===== src/rtl/spi_reg_slave_pkg.sv =====
// Shared types and constants for the SPI register responder.
package spi_reg_slave_pkg;

  localparam int unsigned REG_AW = 7;
  localparam int unsigned REG_DW = 8;

  // Byte shifted out on MISO while the command byte is clocked in.
  localparam logic [7:0] SPI_SLAVE_ID = 8'h5A;

  typedef enum logic [1:0] {
    IDLE = 2'd0,
    CMD  = 2'd1,
    DATA = 2'd2
  } spi_slave_state_t;

  // Register address auto-increment, wraps 7F -> 00.
  function automatic logic [REG_AW-1:0] addr_inc(input logic [REG_AW-1:0] a);
    return a + 7'd1;
  endfunction

endpackage


===== src/rtl/spi_reg_slave_if.sv =====
// SPI pins plus register-side bus of the SPI register responder.
interface spi_reg_slave_if;
  import spi_reg_slave_pkg::*;

  logic              spi_sck;
  logic              spi_cs_n;
  logic              spi_mosi;
  logic              spi_miso;
  logic              spi_miso_oe;
  logic [REG_AW-1:0] reg_addr;
  logic [REG_DW-1:0] reg_wdata;
  logic              reg_wr;
  logic              reg_rd;
  logic [REG_DW-1:0] reg_rdata;
  logic              busy;
  logic              abort;

  // Responder side (the CPLD block).
  modport slave (
    input  spi_sck, spi_cs_n, spi_mosi, reg_rdata,
    output spi_miso, spi_miso_oe, reg_addr, reg_wdata, reg_wr, reg_rd, busy, abort
  );

  // Controller plus register file side.
  modport master (
    output spi_sck, spi_cs_n, spi_mosi, reg_rdata,
    input  spi_miso, spi_miso_oe, reg_addr, reg_wdata, reg_wr, reg_rd, busy, abort
  );

endinterface


===== src/rtl/spi_sync_edge.sv =====
// Multi-flop synchronizer with single-cycle rise/fall pulses on the synced level.
module spi_sync_edge #(
  parameter int unsigned SYNC_STAGES = 2  // must be >= 2
) (
  input  logic clk,
  input  logic din,
  output logic rise,
  output logic fall
);

  logic [SYNC_STAGES-1:0] sync_ff;
  logic                   hist;
  logic                   level;

  assign level = sync_ff[SYNC_STAGES-1];

  // Deliberately not reset: the chain keeps tracking the pin during reset, so a pin
  // already low at reset release produces no spurious edge.
  always_ff @(posedge clk) begin
    sync_ff <= {sync_ff[SYNC_STAGES-2:0], din};
    hist    <= level;
  end

  assign rise = level & ~hist;
  assign fall = ~level & hist;

endmodule


===== src/rtl/spi_reg_slave.sv =====
// SPI mode-0 responder giving an external controller access to a 7-bit register space.
// Byte 0 is the command {dir, addr[6:0]} (dir 1 = write); following bytes are data
// with address auto-increment. All SPI pins are oversampled in the clk28 domain.
module spi_reg_slave
  import spi_reg_slave_pkg::*;
#(
  parameter int unsigned SYNC_STAGES = 2,
  parameter logic [7:0]  ID_BYTE     = SPI_SLAVE_ID
) (
  input  logic           clk28,
  input  logic           rst,
  spi_reg_slave_if.slave bus
);

  logic sck_rise;
  logic sck_fall;
  logic cs_rise;
  logic cs_fall;

  logic [SYNC_STAGES-1:0] mosi_ff;
  logic                   mosi_sync;

  spi_slave_state_t  state;
  logic [2:0]        bit_cnt;
  logic [7:0]        shift_in;
  logic [7:0]        shift_out;
  logic [7:0]        tx_next;
  logic              dir;
  logic              rd_pend;
  logic              oe;
  logic [REG_AW-1:0] addr;
  logic [REG_DW-1:0] wdata;
  logic              wr;
  logic              rd;
  logic              abort_p;
  logic [7:0]        byte_in;

  spi_sync_edge #(
    .SYNC_STAGES(SYNC_STAGES)
  ) u_sync_sck (
    .clk (clk28),
    .din (bus.spi_sck),
    .rise(sck_rise),
    .fall(sck_fall)
  );

  spi_sync_edge #(
    .SYNC_STAGES(SYNC_STAGES)
  ) u_sync_cs (
    .clk (clk28),
    .din (bus.spi_cs_n),
    .rise(cs_rise),
    .fall(cs_fall)
  );

  // MOSI needs only the level, delayed to match the SCK edge detector.
  always_ff @(posedge clk28) begin
    mosi_ff <= {mosi_ff[SYNC_STAGES-2:0], bus.spi_mosi};
  end

  assign mosi_sync = mosi_ff[SYNC_STAGES-1];
  assign byte_in   = {shift_in[6:0], mosi_sync};

  // Transaction FSM, shift registers and register-side strobes.
  always_ff @(posedge clk28) begin
    if (rst) begin
      state     <= IDLE;
      bit_cnt   <= 3'd0;
      shift_in  <= 8'h00;
      shift_out <= 8'hFF;
      tx_next   <= 8'h00;
      dir       <= 1'b0;
      rd_pend   <= 1'b0;
      oe        <= 1'b0;
      addr      <= '0;
      wdata     <= '0;
      wr        <= 1'b0;
      rd        <= 1'b0;
      abort_p   <= 1'b0;
    end else begin
      wr      <= 1'b0;
      rd      <= 1'b0;
      abort_p <= 1'b0;

      // Follow-ups of an issued strobe complete even if CS is released meanwhile.
      if (rd) tx_next <= bus.reg_rdata;
      if (wr) addr <= addr_inc(addr);
      if (rd_pend) begin
        rd      <= 1'b1;
        rd_pend <= 1'b0;
      end

      if (cs_rise) begin
        state     <= IDLE;
        oe        <= 1'b0;
        bit_cnt   <= 3'd0;
        abort_p   <= (bit_cnt != 3'd0);
        shift_out <= 8'hFF;
      end else begin
        case (state)
          IDLE: begin
            if (cs_fall) begin
              state     <= CMD;
              shift_out <= ID_BYTE;
              bit_cnt   <= 3'd0;
              oe        <= 1'b1;
            end
          end
          CMD, DATA: begin
            if (sck_rise) begin
              shift_in <= byte_in;
              bit_cnt  <= bit_cnt + 3'd1;
              if (bit_cnt == 3'd7) begin
                if (state == CMD) begin
                  addr  <= byte_in[6:0];
                  dir   <= byte_in[7];
                  state <= DATA;
                  if (byte_in[7]) tx_next <= 8'h00;
                  else            rd      <= 1'b1;
                end else if (dir) begin
                  wdata <= byte_in;
                  wr    <= 1'b1;
                end else begin
                  // Advance first, then prefetch the next byte one cycle later.
                  addr    <= addr_inc(addr);
                  rd_pend <= 1'b1;
                end
              end
            end else if (sck_fall) begin
              // bit_cnt wraps to 0 after a full byte: that fall starts the next byte.
              if (bit_cnt == 3'd0) shift_out <= tx_next;
              else                 shift_out <= {shift_out[6:0], 1'b0};
            end
          end
          default: state <= IDLE;
        endcase
      end
    end
  end

  assign bus.spi_miso    = shift_out[7];
  assign bus.spi_miso_oe = oe;
  assign bus.reg_addr    = addr;
  assign bus.reg_wdata   = wdata;
  assign bus.reg_wr      = wr;
  assign bus.reg_rd      = rd;
  assign bus.busy        = (state != IDLE);
  assign bus.abort       = abort_p;

endmodule


===== src/flat_wrapper.sv =====
// flat-port wrapper written by rule: the top's interface ports become plain ports
module spi_reg_slave_flat import spi_reg_slave_pkg::*;
#(
  parameter int unsigned SYNC_STAGES = 2,
  parameter logic [7:0]  ID_BYTE     = SPI_SLAVE_ID
)
  (clk28, rst, bus_spi_sck, bus_spi_cs_n, bus_spi_mosi, bus_reg_rdata, bus_spi_miso, bus_spi_miso_oe, bus_reg_addr, bus_reg_wdata, bus_reg_wr, bus_reg_rd, bus_busy, bus_abort);
  spi_reg_slave_if bus_i ();
  input  logic clk28;
  input  logic rst;
  input wire logic [$bits(bus_i.spi_sck)-1:0] bus_spi_sck;
  input wire logic [$bits(bus_i.spi_cs_n)-1:0] bus_spi_cs_n;
  input wire logic [$bits(bus_i.spi_mosi)-1:0] bus_spi_mosi;
  input wire logic [$bits(bus_i.reg_rdata)-1:0] bus_reg_rdata;
  output wire logic [$bits(bus_i.spi_miso)-1:0] bus_spi_miso;
  output wire logic [$bits(bus_i.spi_miso_oe)-1:0] bus_spi_miso_oe;
  output wire logic [$bits(bus_i.reg_addr)-1:0] bus_reg_addr;
  output wire logic [$bits(bus_i.reg_wdata)-1:0] bus_reg_wdata;
  output wire logic [$bits(bus_i.reg_wr)-1:0] bus_reg_wr;
  output wire logic [$bits(bus_i.reg_rd)-1:0] bus_reg_rd;
  output wire logic [$bits(bus_i.busy)-1:0] bus_busy;
  output wire logic [$bits(bus_i.abort)-1:0] bus_abort;
  assign bus_i.spi_sck = bus_spi_sck;
  assign bus_i.spi_cs_n = bus_spi_cs_n;
  assign bus_i.spi_mosi = bus_spi_mosi;
  assign bus_i.reg_rdata = bus_reg_rdata;
  assign bus_spi_miso = bus_i.spi_miso;
  assign bus_spi_miso_oe = bus_i.spi_miso_oe;
  assign bus_reg_addr = bus_i.reg_addr;
  assign bus_reg_wdata = bus_i.reg_wdata;
  assign bus_reg_wr = bus_i.reg_wr;
  assign bus_reg_rd = bus_i.reg_rd;
  assign bus_busy = bus_i.busy;
  assign bus_abort = bus_i.abort;
  spi_reg_slave #(.SYNC_STAGES(SYNC_STAGES), .ID_BYTE(ID_BYTE)) u_core (.clk28(clk28), .rst(rst), .bus(bus_i));
endmodule

===== config.mk =====
export PLATFORM = sky130hd
export DESIGN_NAME = spi_reg_slave_flat
export DESIGN_NICKNAME = d
export VERILOG_FILES = /design/src/rtl/spi_reg_slave_pkg.sv /design/src/rtl/spi_reg_slave_if.sv /design/src/rtl/spi_sync_edge.sv /design/src/rtl/spi_reg_slave.sv /design/src/flat_wrapper.sv
export SDC_FILE = /design/constraint.sdc
export NUM_CORES = 1
export LEC_CHECK = 0
export ABC_CLOCK_PERIOD_IN_PS = 4950
export CAP_MARGIN = 30
export CORE_ASPECT_RATIO = 1.2
export CORE_MARGIN = 2
export CORE_UTILIZATION = 40
export CTS_CLUSTER_SIZE = 20
export DETAILED_ROUTE_END_ITERATION = 8
export GPL_ROUTABILITY_DRIVEN = 0
export PLACE_DENSITY = 0.7
export SETUP_SLACK_MARGIN = 0.5
export SLEW_MARGIN = 15
export SYNTH_ARGS = -nofsm -noshare
export SYNTH_HDL_FRONTEND = slang
export SYNTH_HIERARCHICAL = 1
export SYNTH_SLANG_ARGS = --single-unit

===== constraint.sdc =====
create_clock -name clk28 -period 4.95 [get_ports clk28]
set_clock_uncertainty 0.1 [all_clocks]
set_input_delay 1.2375 -clock clk28 [delete_from_list [all_inputs] [get_ports clk28]]
set_output_delay 1.2375 -clock clk28 [all_outputs]
set_load 0.05 [all_outputs]

==> report_table.html, run 1 <==
<table>
<tr><th>Metric</th><th>Value</th></tr>
<tr><th colspan="2">Run status</th></tr>
<tr><td>Result of the run</td><td>completed</td></tr>
<tr><th colspan="2">Yosys</th></tr>
<tr><td>Number of library cell types mapped by synthesis</td><td>between 40 and 50</td></tr>
<tr><td>Post-Syn Nets</td><td>289</td></tr>
<tr><td>Cell count after synthesis</td><td>269</td></tr>
<tr><td>Fraction of registers with async set or reset after synthesis</td><td>0%</td></tr>
<tr><td>Dominant synthesized flop cell</td><td>sky130_fd_sc_hd__dfxtp_1</td></tr>
<tr><td>Synth Cell Area</td><td>0.002502 sq mm</td></tr>
<tr><td>Warnings from Yosys</td><td>6</td></tr>
<tr><td>Synthesized area per cell</td><td>around 9.3 sq um</td></tr>
<tr><td>Count of flip-flops with a built-in enable after synthesis</td><td>0</td></tr>
<tr><td>Number of storage elements in the synthesis netlist</td><td>between 50 and 60</td></tr>
<tr><td>Top post-synthesis cells by area</td><td>sky130_fd_sc_hd__dfxtp_1 46%, sky130_fd_sc_hd__mux2i_1 12%, sky130_fd_sc_hd__nor2_1 5.4%</td></tr>
<tr><td>Portion of synthesized cell area occupied by the leading cell type</td><td>between 40% and 50%</td></tr>
<tr><td>Synth area leader</td><td>sky130_fd_sc_hd__dfxtp_1</td></tr>
<tr><td>Sequential cell area fraction in the yosys report</td><td>45.60%</td></tr>
<tr><th colspan="2">Floorplanning</th></tr>
<tr><td>Die Footprint</td><td>0.006908 sq mm</td></tr>
<tr><td>Starting density of the core</td><td>between 40% and 50%</td></tr>
<tr><td>Number of rows created at floorplan</td><td>31</td></tr>
<tr><td>Number of top-level pins</td><td>34</td></tr>
<tr><td>DIE WIDTH</td><td>76.21 um</td></tr>
<tr><td>Core region area</td><td>approximately 0.0061 sq mm</td></tr>
<tr><td>Height of the chip</td><td>roughly 90 um</td></tr>
<tr><th colspan="2">Timing</th></tr>
<tr><td>Slew @ Worst Pin</td><td>approximately 0.82 ns</td></tr>
<tr><td>Setup slack of the critical path after layout</td><td>1.717 ns</td></tr>
<tr><td>Final critical-path share of the clock period</td><td>roughly 65%</td></tr>
<tr><td>Unrepaired setup endpoints after global routing</td><td>false</td></tr>
<tr><td>Post-route minimum period</td><td>around 3.2 ns</td></tr>
<tr><td>Final number of hold-violating endpoints</td><td>0</td></tr>
<tr><td>Maximum clock frequency</td><td>about 310 MHz</td></tr>
<tr><td>Headroom to the max-slew limit</td><td>between 40% and 50%</td></tr>
<tr><td>Setup violation total in the final timing report</td><td>0</td></tr>
<tr><td>Total negative slack</td><td>0 ns</td></tr>
<tr><td>Final Max Slew Viols</td><td>0</td></tr>
<tr><th colspan="2">Clock network</th></tr>
<tr><td>Total number of H-tree levels</td><td>3</td></tr>
<tr><td>CTS clk-pin slew, worst paths</td><td>0.06 ns</td></tr>
<tr><td>CTS tree</td><td>done</td></tr>
<tr><td>Source-to-sink clock delay at the later pin of the worst-skew pair</td><td>approximately 0.33 ns</td></tr>
<tr><td>Buffer cell driving the clock tree root</td><td>sky130_fd_sc_hd__clkbuf_8</td></tr>
<tr><td>Post CTS Setup Buffer Count</td><td>0</td></tr>
<tr><td>Count of hold-fix buffers inserted at cts</td><td>0</td></tr>
<tr><td>Maximum clock insertion buffer count</td><td>2</td></tr>
<tr><td>Count of instances resized after the clock tree is built</td><td>0</td></tr>
<tr><td>Total number of clock tree sinks</td><td>57</td></tr>
<tr><td>Total CTS buffers</td><td>9</td></tr>
<tr><th colspan="2">GRT</th></tr>
<tr><td>Largest net degree at the start of global routing</td><td>29</td></tr>
<tr><td>Wire length of the first global-routing pass</td><td>8.466 mm</td></tr>
<tr><td>Vias in the first global route</td><td>around 1.9k</td></tr>
<tr><td>Initial antenna violation count</td><td>0</td></tr>
<tr><td>GRT Residual Overflow</td><td>0</td></tr>
<tr><td>Overall routing resource usage</td><td>between 15 and 20%</td></tr>
<tr><th colspan="2">Pwr</th></tr>
<tr><td>Maximum VDD drop</td><td>0.1387 mV</td></tr>
<tr><td>Leakage dissipation</td><td>roughly 1.1 nW</td></tr>
<tr><td>PD cells</td><td>310.4 mW/mm^2</td></tr>
<tr><td>Total power of the final layout</td><td>0.9409 mW</td></tr>
<tr><th colspan="2">Min path</th></tr>
<tr><td>Path type of the worst min-delay path</td><td>reg2reg</td></tr>
<tr><th colspan="2">Critical path</th></tr>
<tr><td>Worst EP required</td><td>approximately 3.6 ns</td></tr>
<tr><td>Worst Setup End Kind</td><td>output port</td></tr>
<tr><td>Arrival time of the worst setup path</td><td>around 1.9 ns</td></tr>
<tr><td>Largest fanout on the critical path</td><td>5</td></tr>
<tr><td>Setup CP Type</td><td>reg2out</td></tr>
<tr><td>Startpoint types</td><td>flop</td></tr>
<tr><th colspan="2">Job</th></tr>
<tr><td>Max capacitance violation total</td><td>0</td></tr>
<tr><th colspan="2">Drt</th></tr>
<tr><td>Remaining routing DRC violations</td><td>0</td></tr>
<tr><td>Violation count after the first detailed-routing iteration</td><td>about 110</td></tr>
<tr><td>Vias after detailed routing</td><td>slightly above 2k</td></tr>
<tr><td>Final routed wirelength across all metal layers</td><td>roughly 5 mm</td></tr>
<tr><td>Drt first pass iters</td><td>4</td></tr>
<tr><td>Number of vias per cell</td><td>5.231</td></tr>
<tr><td>Average wire length per cell after detail routing</td><td>roughly 13 um</td></tr>
<tr><td>Final ANT Viol Nets</td><td>0</td></tr>
<tr><th colspan="2">Placement</th></tr>
<tr><td>Placed instance count</td><td>370</td></tr>
<tr><td>Placed cell area</td><td>0.002869 sq mm</td></tr>
<tr><td>Detailed placement HPWL</td><td>roughly 3.6 mm</td></tr>
<tr><td>Port Buffer Count</td><td>33</td></tr>
<tr><td>Place WS</td><td>a little over 2 ns</td></tr>
<tr><th colspan="2">Finish</th></tr>
<tr><td>Share of final-layout standard cells stronger than drive strength 1</td><td>about 8%</td></tr>
<tr><td>Most common cell after layout, fill and taps aside</td><td>sky130_fd_sc_hd__dfxtp_1</td></tr>
<tr><td>Antenna diode count</td><td>0</td></tr>
<tr><td>Area grow syn2layout</td><td>21.15%</td></tr>
<tr><td>Total number of nets in the final design</td><td>319</td></tr>
<tr><td>Most frequent cells in the layout</td><td>57 x sky130_fd_sc_hd__dfxtp_1, 36 x sky130_fd_sc_hd__nor2_1, 33 x sky130_fd_sc_hd__clkdlybuf4s50_1, 30 x sky130_fd_sc_hd__mux2i_1, 21 x sky130_fd_sc_hd__nand2_1</td></tr>
<tr><td>Post-route cell area</td><td>0.003032 sq mm</td></tr>
<tr><td>Final Non-Filler Cells</td><td>385</td></tr>
</table>
==> worst max-delay path: stages, from the launching register on <==
cell and delay (ns):
sky130_fd_sc_hd__dfxtp_1 0.33, sky130_fd_sc_hd__inv_1 0.07, sky130_fd_sc_hd__ha_1 0.26, sky130_fd_sc_hd__inv_1 0.10
sky130_fd_sc_hd__clkdlybuf4s50_1 0.80
==> through the flow <==
stage / util (%) / hold slack, ns
after global routing: 50.10 / 0.2368
after global placement: 47.42 / 0.2116
after detailed placement: 47.42 / 0.2128
after CTS: 50.10 / 0.2271
final: 50.10 / 0.2250
after floorplan: - / 0.2096
==> Yosys cell counts, types with 2 or more instances <==
cell type                  count
sky130_fd_sc_hd__and2b_2       2
sky130_fd_sc_hd__nor3_1        3
sky130_fd_sc_hd__a211o_1       4
sky130_fd_sc_hd__a211oi_1      2
sky130_fd_sc_hd__or2_2         3
sky130_fd_sc_hd__dfxtp_1      57
sky130_fd_sc_hd__a32oi_1       2
sky130_fd_sc_hd__or3_1         2
sky130_fd_sc_hd__nand2_1      21
sky130_fd_sc_hd__nor2_1       36
sky130_fd_sc_hd__o211ai_1      5
sky130_fd_sc_hd__nor4bb_1      2
sky130_fd_sc_hd__nor3b_1       2
sky130_fd_sc_hd__nand4_1       3
sky130_fd_sc_hd__or4_1         3
sky130_fd_sc_hd__nor2b_1       4
sky130_fd_sc_hd__o21a_1        2
sky130_fd_sc_hd__clkbuf_1      7
sky130_fd_sc_hd__mux2i_1      30
sky130_fd_sc_hd__a22oi_1       2
sky130_fd_sc_hd__xnor2_1       3
sky130_fd_sc_hd__o21ai_0       6
sky130_fd_sc_hd__inv_1         7
sky130_fd_sc_hd__a31oi_1       4
sky130_fd_sc_hd__a21o_1        2
sky130_fd_sc_hd__mux2_2        3
sky130_fd_sc_hd__buf_2         5
sky130_fd_sc_hd__nand3_1       6
sky130_fd_sc_hd__a21oi_1      14
sky130_fd_sc_hd__nand2b_1      4
sky130_fd_sc_hd__ha_1          7
sky130_fd_sc_hd__nor4_1        2
==> worst paths after layout <==
| path | depth (start not counted) | from | slack (ns) | endpoint |
|---|---|---|---|---|
| max | 4 | u_core/state[0] | 1.72 | bus_busy |
| max reg2reg | 6 | u_core/state[1] | 2.19 | u_core/tx_next[5] |
| min | 0 | u_core/u_sync_sck/sync_ff[0] | 0.23 | u_core/u_sync_sck/sync_ff[1] |
| min reg2reg | 0 | u_core/u_sync_sck/sync_ff[0] | 0.23 | u_core/u_sync_sck/sync_ff[1] |
==> metal layers <==
layer	vias up	part of all wire (%)	track usage, %
li1	1009	-	-
met5	-	0	0
met1	951	46	18.50
met3	14	2.7	4.000
met4	0	3.1	9.697
met2	40	49	24.85
==> state kept, by name, indices dropped and copies added, names as in the netlist <==
signal / count
u_core/bus.reg_wdata: 8
u_core/shift_out: 8
u_core/tx_next: 8
u_core/bus.reg_addr: 7
u_core/shift_in: 7
u_core/bit_cnt: 3
u_core/mosi_ff: 2
u_core/state: 2
u_core/u_sync_cs/sync_ff: 2
u_core/u_sync_sck/sync_ff: 2
u_core/bus.abort: 1
u_core/bus.reg_rd: 1
u_core/bus.reg_wr: 1
u_core/bus.spi_miso_oe: 1
u_core/dir: 1
u_core/rd_pend: 1
u_core/u_sync_cs/hist: 1
u_core/u_sync_sck/hist: 1
==> where the power goes <==
part | internal [mW] | switching [mW] | leakage, nW | total (mW)
registers | 0.473 | 0.0104 | 0.464 | 0.483
logic | 0.0383 | 0.0547 | 0.533 | 0.0929
clock network | 0.191 | 0.174 | 0.0822 | 0.365
total | 0.702 | 0.239 | 1.08 | 0.941
==> kinds of logic after synthesis <==
logic type | after synthesis | share of synthesized area (%)
and+or+nand+nor | 100 | 20.15
DFF | 57 | 45.60
AOI/OAI and AO/OA | 47 | 12.35
muxes | 33 | 13.35
buffers and inverters | 22 | 4.000
adders and majority gates | 7 | 3.500
xor gates and xnor gates | 3 | 1.050
==> cell type report <==
type,count,area [sq um]
inverters,7,26.28
fillers,607,3019
repair buffers,34,337.8
well taps,82,102.6
multi-input cells,190,1261
clock buffers,12,145.1
clock inverters,3,17.52
flip-flops and latches,57,1141
Note: power is estimated with default switching activity, not from simulation.
==> inputs of run 2 (changes only) <==
ABC_CLOCK_PERIOD_IN_PS = 3000   (was 4950)
clock period = 3 ns   (was 4.95 ns; I/O delays follow)
==> run 2 against run 1 <==
Critical path depth did not move. Final area rose by 1.9%. Combinational power rose by 65%. Critical endpoint unchanged. Non-clock buffer count rose by 4. Final cell count rose by 1.3%. Global-route usage rose by 0.24 points. Largest cell class unchanged. Total power rose by 74%. Via count fell by 2.4%. Highest routed layer unchanged. Sequential cell count did not move.
==> report_table.html, run 2 (same netlist as run 1, synthesis figures left out) <==
<table>
<tr><th>Metric</th><th>Value</th></tr>
<tr><th colspan="2">Floorplanning</th></tr>
<tr><td>Die Footprint</td><td>0.006908 sq mm</td></tr>
<tr><td>DIE WIDTH</td><td>~76 um</td></tr>
<tr><td>Starting density of the core</td><td>about two fifths</td></tr>
<tr><td>Number of rows created at floorplan</td><td>31</td></tr>
<tr><td>Number of top-level pins</td><td>34</td></tr>
<tr><td>Height of the chip</td><td>90.65 um</td></tr>
<tr><td>Core region area</td><td>between 0.006 and 0.007 sq mm</td></tr>
<tr><th colspan="2">Clock network</th></tr>
<tr><td>Post CTS Setup Buffer Count</td><td>0</td></tr>
<tr><td>Buffer cell driving the clock tree root</td><td>sky130_fd_sc_hd__clkbuf_8</td></tr>
<tr><td>Total number of clock tree sinks</td><td>57</td></tr>
<tr><td>Total CTS buffers</td><td>9</td></tr>
<tr><td>CTS clk-pin slew, worst paths</td><td>0.06 ns</td></tr>
<tr><td>CTS tree</td><td>done</td></tr>
<tr><td>Source-to-sink clock delay at the later pin of the worst-skew pair</td><td>about 0.33 ns</td></tr>
<tr><td>Count of hold-fix buffers inserted at cts</td><td>0</td></tr>
<tr><td>Total number of H-tree levels</td><td>3</td></tr>
<tr><td>Maximum clock insertion buffer count</td><td>2</td></tr>
<tr><th colspan="2">Critical path</th></tr>
<tr><td>Cell count of the worst reg-to-reg path</td><td>7</td></tr>
<tr><td>Crit-path max cell delay</td><td>between 0.4 and 0.5 ns</td></tr>
<tr><td>Setup CP Type</td><td>reg2out</td></tr>
<tr><td>Worst Setup End Kind</td><td>output port</td></tr>
<tr><td>Worst r2r src</td><td>u_core/state[0]</td></tr>
<tr><td>Worst EP required</td><td>2.15 ns</td></tr>
<tr><td>Most common cell on crit path</td><td>sky130_fd_sc_hd__inv_1</td></tr>
<tr><td>Crit path max-delay cell type</td><td>sky130_fd_sc_hd__clkdlybuf4s15_1</td></tr>
<tr><td>Start point of the critical path</td><td>u_core/state[0]</td></tr>
<tr><td>Arrival time of the worst setup path</td><td>around 1.6 ns</td></tr>
<tr><td>Largest fanout on the critical path</td><td>5</td></tr>
<tr><td>Startpoint types</td><td>flop</td></tr>
<tr><td>List of cells traversed by the critical path</td><td>inv_1 &gt; ha_1 &gt; inv_1 &gt; clkdlybuf4s15_1</td></tr>
<tr><th colspan="2">GRT</th></tr>
<tr><td>GRT Residual Overflow</td><td>0</td></tr>
<tr><td>Wire length of the first global-routing pass</td><td>between 8 and 9 mm</td></tr>
<tr><td>Overall routing resource usage</td><td>15.76%</td></tr>
<tr><td>Initial antenna violation count</td><td>0</td></tr>
<tr><td>Largest net degree at the start of global routing</td><td>20</td></tr>
<tr><td>Vias in the first global route</td><td>between 1.5k and 2k</td></tr>
<tr><th colspan="2">Timing</th></tr>
<tr><td>Final number of hold-violating endpoints</td><td>0</td></tr>
<tr><td>Maximum clock frequency</td><td>approximately 410 MHz</td></tr>
<tr><td>Slew @ Worst Pin</td><td>between 0.8 and 0.9 ns</td></tr>
<tr><td>Total negative slack</td><td>0 ns</td></tr>
<tr><td>Final Max Slew Viols</td><td>0</td></tr>
<tr><td>Final critical-path share of the clock period</td><td>between 80% and 90%</td></tr>
<tr><td>Headroom to the max-slew limit</td><td>44.65%</td></tr>
<tr><td>Unrepaired setup endpoints after global routing</td><td>true</td></tr>
<tr><td>Setup violation total in the final timing report</td><td>0</td></tr>
<tr><td>Post-route minimum period</td><td>2.431 ns</td></tr>
<tr><th colspan="2">Drt</th></tr>
<tr><td>Final ANT Viol Nets</td><td>0</td></tr>
<tr><td>Drt first pass iters</td><td>5</td></tr>
<tr><td>Number of vias per cell</td><td>about 5.0</td></tr>
<tr><td>Remaining routing DRC violations</td><td>0</td></tr>
<tr><td>Average wire length per cell after detail routing</td><td>~13 um</td></tr>
<tr><td>Violation count after the first detailed-routing iteration</td><td>140</td></tr>
<tr><td>Vias after detailed routing</td><td>roughly 2.0k</td></tr>
<tr><td>Final routed wirelength across all metal layers</td><td>between 5 and 6 mm</td></tr>
<tr><th colspan="2">Finish</th></tr>
<tr><td>Share of final-layout standard cells stronger than drive strength 1</td><td>9.091%</td></tr>
<tr><td>Total number of nets in the final design</td><td>approximately 320</td></tr>
<tr><td>Most common cell after layout, fill and taps aside</td><td>sky130_fd_sc_hd__dfxtp_1</td></tr>
<tr><td>Final Non-Filler Cells</td><td>390</td></tr>
<tr><td>Area grow syn2layout</td><td>23.50%</td></tr>
<tr><td>Filler Cell Count</td><td>between 500 and 600</td></tr>
<tr><td>Antenna diode count</td><td>0</td></tr>
<tr><td>Most frequent cells in the layout</td><td>57 x sky130_fd_sc_hd__dfxtp_1, 36 x sky130_fd_sc_hd__nor2_1, 30 x sky130_fd_sc_hd__mux2i_1, 25 x sky130_fd_sc_hd__clkdlybuf4s50_1, 21 x sky130_fd_sc_hd__nand2_1</td></tr>
<tr><th colspan="2">Pwr</th></tr>
<tr><td>PD cells</td><td>~530 mW/mm^2</td></tr>
<tr><td>Maximum VDD drop</td><td>between 0.2 and 0.25 mV</td></tr>
<tr><td>Leakage dissipation</td><td>between 1 and 1.5 nW</td></tr>
<tr><th colspan="2">Min path</th></tr>
<tr><td>Hold path start</td><td>u_core/u_sync_cs/sync_ff[0]</td></tr>
<tr><td>Path type of the worst min-delay path</td><td>reg2reg</td></tr>
<tr><td>Hold Path Depth</td><td>0</td></tr>
<tr><th colspan="2">Placement</th></tr>
<tr><td>Placed instance count</td><td>374</td></tr>
<tr><td>Port Buffer Count</td><td>33</td></tr>
<tr><td>Detailed placement HPWL</td><td>3.585 mm</td></tr>
<tr><th colspan="2">Run status</th></tr>
<tr><td>Result of the run</td><td>completed</td></tr>
<tr><th colspan="2">Job</th></tr>
<tr><td>Max capacitance violation total</td><td>0</td></tr>
</table>
-- run 2: cell count changes in the layout (fill, tap and decap cells not counted) --
cell / delta
sky130_fd_sc_hd__buf_4: +4
sky130_fd_sc_hd__bufinv_16: +1
sky130_fd_sc_hd__clkbuf_1: +1
sky130_fd_sc_hd__clkdlybuf4s15_1: +1
sky130_fd_sc_hd__clkdlybuf4s50_1: -8
sky130_fd_sc_hd__clkinvlp_4: -1
sky130_fd_sc_hd__dlygate4sd2_1: +4
sky130_fd_sc_hd__dlymetal6s2s_1: +3
-- run 2: timing repair --
| item | CTS | global route |
|---|---|---|
| gates resized for setup | 5 | 4 |
| gates cloned | 0 | 0 |
| setup endpoints to repair | 5 | 4 |
| pin swaps | 0 | 0 |
-- run 2: layer usage --
metal | vias to the layer above | track usage, % | share of wire, %
li1 | 1012 | - | -
met1 | 905 | 19.65 | 47
met2 | 35 | 24.19 | 47
met3 | 13 | 4.800 | 3.5
met4 | 0 | 8.788 | 2.6
met5 | - | 0 | 0
-- run 2: per-stage QoR --
step	utilization (%)	total power [mW]	cell area, sq um	worst slack, ns	hold slack, ns
2_1_floorplan	-	0.9209	2502	1.066	0.2096
3_3_place_gp	47.91	0.9669	2899	0.6409	0.2107
3_5_place_dp	47.91	0.9688	2899	0.6153	0.2132
4_1_cts	50.93	1.661	3082	0.5173	0.2271
5_1_grt	51.08	1.730	3090	0.4779	0.2370
6_report	51.08	1.642	3090	0.5688	0.2244
-- run 2: critical path: cells and delay by family, from the launching register on --
| kind | cells | cell delay (ns) |
|---|---|---|
| buffers and inverters | 3 | 0.66 |
| flip-flops | 1 | 0.34 |
| adder cells (fa/ha/maj) | 1 | 0.26 |
-- run 2: layout make-up --
cell class	count	area (sq um)	share of cell area, %
clock buffers	13	148.9	4.818
clock inverters	3	40.04	1.296
inverters	7	26.28	0.8502
multi-input cells	190	1261	40.81
flip-flops and latches	57	1141	36.92
well taps	82	102.6	3.320
repair buffers	38	370.4	11.98
-- run 2: final timing paths --
path / endpoint / slack [ns]
min reg2reg: u_core/u_sync_cs/sync_ff[1] / 0.22
min: u_core/u_sync_cs/sync_ff[1] / 0.22
max: bus_busy / 0.57
max reg2reg: u_core/shift_out[6] / 0.93
-- run 2: report_power, final --
part | switching [mW] | internal (mW)
logic | 0.0910 | 0.0620
registers | 0.0171 | 0.780
clock network | 0.287 | 0.404
